==> src/rtl/multicycle_control.sv <==
// rtl/multicycle_control.sv - multicycle CPU control FSM; optional bne decode under BNE_EN
module multicycle_control (
  input  logic        CLK,
  input  logic        RESET,
  input  logic [5:0]  opcode,
  input  logic        MemReady,
  output logic        PCWrite,
  output logic        PCWriteCond,
  output logic        IorD,
  output logic        MemRead,
  output logic        MemWrite,
  output logic        IRWrite,
  output logic        MemtoReg,
  output logic        RegDst,
  output logic        RegWrite,
  output logic        ALUSrcA,
  output logic [1:0]  ALUSrcB,
  output logic [1:0]  ALUOp,
  output logic [1:0]  PCSource,
`ifdef BNE_EN
  output logic        BranchNE,
`endif
  output logic        Illegal,
  output logic [3:0]  state,
  output logic [31:0] instret
);

  typedef enum logic [3:0] {
    FETCH  = 4'd0,
    DECODE = 4'd1,
    MEMADR = 4'd2,
    MEMRD  = 4'd3,
    MEMWB  = 4'd4,
    MEMWR  = 4'd5,
    EXEC   = 4'd6,
    RWB    = 4'd7,
    BRANCH = 4'd8,
    JUMP   = 4'd9
  } state_t;

  localparam logic [5:0] OP_RTYPE = 6'd0;
  localparam logic [5:0] OP_J     = 6'd2;
  localparam logic [5:0] OP_BEQ   = 6'd4;
  localparam logic [5:0] OP_LW    = 6'd35;
  localparam logic [5:0] OP_SW    = 6'd43;
`ifdef BNE_EN
  localparam logic [5:0] OP_BNE   = 6'd5;
`endif

  state_t cur_state;
  state_t nxt_state;
  logic   retire;

  assign state = cur_state;

  // State register; reset parks the FSM in FETCH
  always_ff @(posedge CLK or negedge RESET) begin
    if (!RESET) cur_state <= FETCH;
    else        cur_state <= nxt_state;
  end

  // Retired-instruction counter; aborted and illegal instructions never retire
  always_ff @(posedge CLK or negedge RESET) begin
    if (!RESET)      instret <= 32'd0;
    else if (retire) instret <= instret + 32'd1;
  end

  // Next-state and control decode; everything is forced low while in reset
  always_comb begin
    nxt_state   = FETCH;
    retire      = 1'b0;
    PCWrite     = 1'b0;
    PCWriteCond = 1'b0;
    IorD        = 1'b0;
    MemRead     = 1'b0;
    MemWrite    = 1'b0;
    IRWrite     = 1'b0;
    MemtoReg    = 1'b0;
    RegDst      = 1'b0;
    RegWrite    = 1'b0;
    ALUSrcA     = 1'b0;
    ALUSrcB     = 2'b00;
    ALUOp       = 2'b00;
    PCSource    = 2'b00;
    Illegal     = 1'b0;
`ifdef BNE_EN
    BranchNE    = 1'b0;
`endif
    case (cur_state)
      FETCH: begin
        MemRead   = 1'b1;
        ALUSrcB   = 2'b01;
        IRWrite   = MemReady;
        PCWrite   = MemReady;
        nxt_state = MemReady ? DECODE : FETCH;
      end
      DECODE: begin
        ALUSrcB = 2'b11;
        case (opcode)
          OP_RTYPE:     nxt_state = EXEC;
          OP_LW, OP_SW: nxt_state = MEMADR;
          OP_BEQ:       nxt_state = BRANCH;
          OP_J:         nxt_state = JUMP;
`ifdef BNE_EN
          OP_BNE:       nxt_state = BRANCH;
`endif
          default: begin
            nxt_state = FETCH;
            Illegal   = 1'b1;
          end
        endcase
      end
      MEMADR: begin
        ALUSrcA   = 1'b1;
        ALUSrcB   = 2'b10;
        nxt_state = (opcode == OP_LW) ? MEMRD : MEMWR;
      end
      MEMRD: begin
        MemRead   = 1'b1;
        IorD      = 1'b1;
        nxt_state = MemReady ? MEMWB : MEMRD;
      end
      MEMWB: begin
        RegWrite  = 1'b1;
        MemtoReg  = 1'b1;
        retire    = 1'b1;
      end
      MEMWR: begin
        MemWrite  = 1'b1;
        IorD      = 1'b1;
        retire    = MemReady;
        nxt_state = MemReady ? FETCH : MEMWR;
      end
      EXEC: begin
        ALUSrcA   = 1'b1;
        ALUOp     = 2'b10;
        nxt_state = RWB;
      end
      RWB: begin
        RegWrite  = 1'b1;
        RegDst    = 1'b1;
        retire    = 1'b1;
      end
      BRANCH: begin
        ALUSrcA     = 1'b1;
        ALUOp       = 2'b01;
        PCWriteCond = 1'b1;
        PCSource    = 2'b01;
        retire      = 1'b1;
`ifdef BNE_EN
        BranchNE    = (opcode == OP_BNE);
`endif
      end
      JUMP: begin
        PCWrite   = 1'b1;
        PCSource  = 2'b10;
        retire    = 1'b1;
      end
      default: nxt_state = FETCH;
    endcase
    if (!RESET) begin
      PCWrite     = 1'b0;
      PCWriteCond = 1'b0;
      IorD        = 1'b0;
      MemRead     = 1'b0;
      MemWrite    = 1'b0;
      IRWrite     = 1'b0;
      MemtoReg    = 1'b0;
      RegDst      = 1'b0;
      RegWrite    = 1'b0;
      ALUSrcA     = 1'b0;
      ALUSrcB     = 2'b00;
      ALUOp       = 2'b00;
      PCSource    = 2'b00;
      Illegal     = 1'b0;
`ifdef BNE_EN
      BranchNE    = 1'b0;
`endif
    end
  end

endmodule
==> config.mk <==
export PLATFORM = sky130hd
export DESIGN_NAME = multicycle_control
export DESIGN_NICKNAME = d
export VERILOG_FILES = /design/src/rtl/multicycle_control.sv
export SDC_FILE = /design/constraint.sdc
export NUM_CORES = 1
export LEC_CHECK = 0
export CORE_MARGIN = 1.5
export CORE_UTILIZATION = 35
export CTS_CLUSTER_SIZE = 24
export DETAILED_ROUTE_END_ITERATION = 10
export SLEW_MARGIN = 0
export SYNTH_ARGS = -nofsm -noshare
export SYNTH_HDL_FRONTEND = slang
export SYNTH_SLANG_ARGS = --single-unit
==> constraint.sdc <==
create_clock -name CLK -period 2.55 [get_ports CLK]
set_clock_uncertainty 0.1 [all_clocks]
set_input_delay 0.51 -clock CLK [delete_from_list [all_inputs] [get_ports CLK]]
set_output_delay 0.51 -clock CLK [all_outputs]
set_load 0.02 [all_outputs]
# --- Yosys cells after proc, flatten, opt, wreduce, memory -nomap -nowiden ---
# Cells that the tools add are included.
op_classes:
  reduce_logical: 9
  n_eq_ne: 13
  mux: 36
  addsub: 1
ops:
  columns: ["operator", "count"]
  rows:
  - ["adder 32 x 1 -> 32 bit, second input constant", 1]
  - ["one-hot mux 4 bit (6 select lines)", 1]
  - ["two-way mux 1 bit", 23]
  - ["equality test 4 x 3 -> 1 bit, second input constant", 4]
  - ["one-hot mux 4 bit (4 select lines)", 1]
  - ["equality test 6 bit, second input constant", 2]
  - ["two-way mux 3 bit", 3]
  - ["equality test 4 x 2 -> 1 bit, second input constant", 2]
  - ["equality test 4 bit, second input constant", 2]
  - ["one-hot mux 2 bit (2 select lines)", 2]
  - ["OR reduction 2 bit", 4]
  - ["equality test 6 x 2 -> 1 bit, second input constant", 1]
  - ["equality test 6 x 3 -> 1 bit, second input constant", 1]
  - ["zero test 6 bit", 1]
  - ["two-way mux 2 bit", 3]
  - ["one-hot mux 2 bit (3 select lines)", 1]
  - ["OR reduction 5 bit", 1]
  - ["equality test 4 x 1 -> 1 bit, second input constant", 1]
  - ["zero test 4 bit", 1]
  - ["one-hot mux 1 bit (2 select lines)", 2]
  - ["OR reduction 4 bit", 1]
  - ["OR reduction 3 bit", 1]
totals:
  input_bits: 9
  wordCells: 61
  register_bits: 36
  out_inout_bits: 53

# --- Longest topological paths before layout ---
logic_depth:
  depth_word: 5
  depth_mapped: 6
  ltp_nobuf: 5

# --- Least setup slack after synthesis ---
# Ideal clock, no wire load.
synth_path:
  path_type: "reg2out"
  start: "reg cur_state[2], in the netlist state[2]"
  end: "out PCWrite"
  t_required_ns: 1.940
  path_stages_with_launch: 6
  path_buffers: 1
  t_arrival_ns: 1.869
  path_slack_ns: 0.071
  path_cell_list: "dfrtp_1 buf_1 inv_2 nand2_1 nor4_1 or2_1"
synth_via:
  elab_chain_len: 3
  word_cells_on_any_way: 4
  cone_classes: "eq/ne: 1; mux: 2; reduce/logical: 1"
synth_lines:
  columns: ["element", "line", "rtl"]
  rows:
  - ["from (decl)", "50", "state_t cur_state;"]
  - ["from (signal assigned)", "59", "else cur_state <= nxt_state;"]
  - ["equality test 4 bit / zero test 4 bit (equally long branches)", "89", "case (cur_state)"]
  - ["one-hot mux 1 bit (2 select lines) (*)", "89", null]
  - ["two-way mux 1 bit (*)", "161", "if (!RESET) begin"]
  - ["to (decl)", "7", "output logic PCWrite,"]
# Mark *: on every way between the ends. The rest lies on a longest branch, timed or not.

# --- Worst setup path after layout ---
layout_path:
  start: "reg cur_state[1], in the netlist state[1]"
  end: "out IorD"
layout_via:
  elab_chain_len: 4
  word_cells_on_any_way: 5
  cone_classes: "eq/ne: 2; mux: 2; reduce/logical: 1"
layout_lines:
  columns: ["element", "line", "rtl"]
  rows:
  - ["equality test 4 x 3 -> 1 bit / equality test 4 x 2 -> 1 bit (equally long branches)", "89", null]
  - ["OR reduction 2 bit (no line) (*)", null, null]
  - ["two-way mux 1 bit (*)", "89", null]
  - ["two-way mux 1 bit (*)", "161", null]
  - ["to (decl)", "9", "output logic IorD,"]
# Marks and branches as above.

==> metrics.cfg <==
[outcome]
status = complete, no violations

[clocking]
numCtsBuffers = 5
clock_path_buffers = 2
root_buffer = clkbuf_8
post_cts_buffers = 0
htreeDepth = 2
clk_latency_ps = 290
cts_tree = yes
clkSlewWorstSetupHoldPaths_ps = 70
cts.sinks = 36

[detailed_routing]
viasPerCell = 5.05
drtAntennaViolNets = 0
avgRoutedWirePerCell_microns = 13.4
first_pass_iters = 4
wl_mm = 4.77
via_count = 1793
drtIter0Drc = 125
drc = 0

[critical_path]
arrival_ps = 1860
cp_slowest_cell = clkdlybuf4s50_1
crit_path_end_kind = primary output
cp.required_ps = 1940
max_stage_delay_ps = 600
critPathKind = flop to primary output
worstPathCellList = buf_4 -> xor2_1 -> and3_1 -> clkdlybuf4s50_1
crit_fanout = 9
r2r_cells = 5
start_kind = flop

[logic_synthesis]
ys_async_sr_fraction_pct = 100
synth_cells = 206
synth_fp_nets = 216
ys_seq_area_share_pct = 45.4
syn-cell-area_sq_um = 1980
ys_types = 38
synthTopCellsByArea = dfrtp_1 45%, xor2_1 13%, nor4_1 5.4%, nor3_1 3.8%, nand3_1 2.8%
yosysWarnings = 0
ys.flop_type = dfrtp_1
synth_edf_count = 0
yosysTopAreaCell = dfrtp_1
avgSynthCellArea_sq_um = 9.63
ys_ff_latch = 36
netlist.area_leader.share_pct = 45.4

[final_layout]
mostFrequentLayoutCells = 45 x clkdlybuf4s50_1, 36 x dfrtp_1, 30 x xor2_1, 19 x buf_4, 16 x nor4_1
fin_nets = 292
drive_above_1_share_pct = 13.4
diodes = 0
mostFrequentLayoutCell = clkdlybuf4s50_1
fillers = 502
finalNonFillerCells = 355
fin_util_pct = 54.2
area_delta_synth_final_pct = 49.4
final_area_sq_um = 2960

[timing]
fin_ws_ps = 82.9
finalHoldViolCount = 0
period_share_pct = 96.7
finalSetupViolCount = 0
rsz0062_at_grt = no
worst_pin_slew_ps = 547
fmax_mhz = 405
drv_slew = 0
relSlewSlack_pct = 63.4
holdWs_ps = 32.5
period_needed_ps = 2470

[global_route]
grt_max_degree = 33
grt_pass1_vias = 1676
antenna_found_initial = 0
grt_pass1_wl_mm = 8.10
grt_usage_pct = 16.5
grt_overflow_total = 0

[power]
p_leak_uw = 0.00152
vdd.ir_drop.worst_mv = 0.464
power_density_nw_per_um2 = 529

[die]
initial_core_util_pct = 36.3
coreArea_sq_um = 5470
dieArea_sq_um = 6130
die_w_microns = 78.3
die_height_microns = 78.3
floorplan.rows = 27
io_pins = 62

[job]
drv_cap = 0

[place]
dp_cells = 347
routabilityCongestion = 0.758
placed_area_sq_um = 2790
port_buffers = 61
dp_slack_ps = -263
dp_hpwl_mm = 3.47

[min_path]
hp-class = input pin to asynchronous set/reset pin

logic make-up (layout without fill, tap and decap cells):
group | Yosys count | after routing | synth area share [%]
AO/OA/AOI/OAI | 16 | 16 | 5.55
flip-flops | 36 | 36 | 45.4
XOR/XNOR | 32 | 32 | 14.1
adder cells (fa/ha/maj) | 1 | 1 | 0.630
multiplexers | 2 | 2 | 1.13
AND/OR/NAND/NOR | 102 | 102 | 29.6
buffers and inverters | 17 | 94 | 3.53
cell type report:
cell class	instances	area [sq um]	share of cell area (%)
clock buffer	5	68.8	2.32
multi-input combinational	153	1020	34.4
sequential	36	901	30.4
tap	72	90.1	3.04
inverter	5	18.8	0.633
clock inverter	3	90.1	3.04
timing repair buffer	81	776	26.2
critical path, delay by kind of cell (launching register included):
kind,cells,cell delay (ps)
XOR/XNOR,1,120
AND/OR/NAND/NOR,1,160
buffers and inverters,2,800
flip-flops,1,500
registers in the layout, summed over array words and instances (netlist names):
| register | flops |
|---|---|
| instret | 32 |
| state | 4 |
synthesized netlist by cell type (2+ instances only):
master     n
a22oi_1    2
nand2b_1   5
nor2_1    10
nor3_1    15
inv_1      3
nor4_1    17
clkbuf_1   6
nor4b_1    3
a21oi_1    6
buf_2      5
xnor2_1    2
nand2_1   13
inv_2      2
nand4_1    7
xor2_1    30
dfrtp_1   36
nand3_1   11
and3_1     5
o21ai_0    3
nor3b_1    4
and4_1     4
worst paths after layout:
| check | from | slack (ps) | endpoint |
|---|---|---|---|
| max in group asynchronous | RESET | 1740 | instret[19] |
| min in group CLK | instret[31] | 370 | instret[31] |
| max | state[1] | 80 | IorD |
| min | RESET | 30 | state[0] |
| max reg2reg | state[1] | 470 | instret[1] |
| min reg2reg | instret[31] | 370 | instret[31] |
layer usage:
layer / wire (microns) / track usage [%]
met5: 0 / 0
met4: 42 / 4.82
met1: 2260 / 23.3
met3: 250 / 3.14
met2: 2220 / 25.7
stage by stage:
stage | power, uW | TNS [ps]
global placement | 890 | -523
CTS | 1590 | -14.7
global route | 1640 | 0
detailed placement | 895 | -671
floorplan | 756 | 0
finish | 1570 | 0
power by group:
| group | internal [uW] | total (uW) | switching (uW) |
|---|---|---|---|
| clock network | 489 | 689 | 199 |
| registers | 595 | 640 | 44.6 |
| logic | 118 | 239 | 121 |
timing repair:
action / 4_1_cts / 5_1_grt
gates cloned: 0 / 0
resized for setup: 9 / 10
hold endpoints to repair: 0 / 0
hold buffers: 0 / 0
endpoints found under the setup margin: 8 / 9
Power figures use the tool's default switching activity.
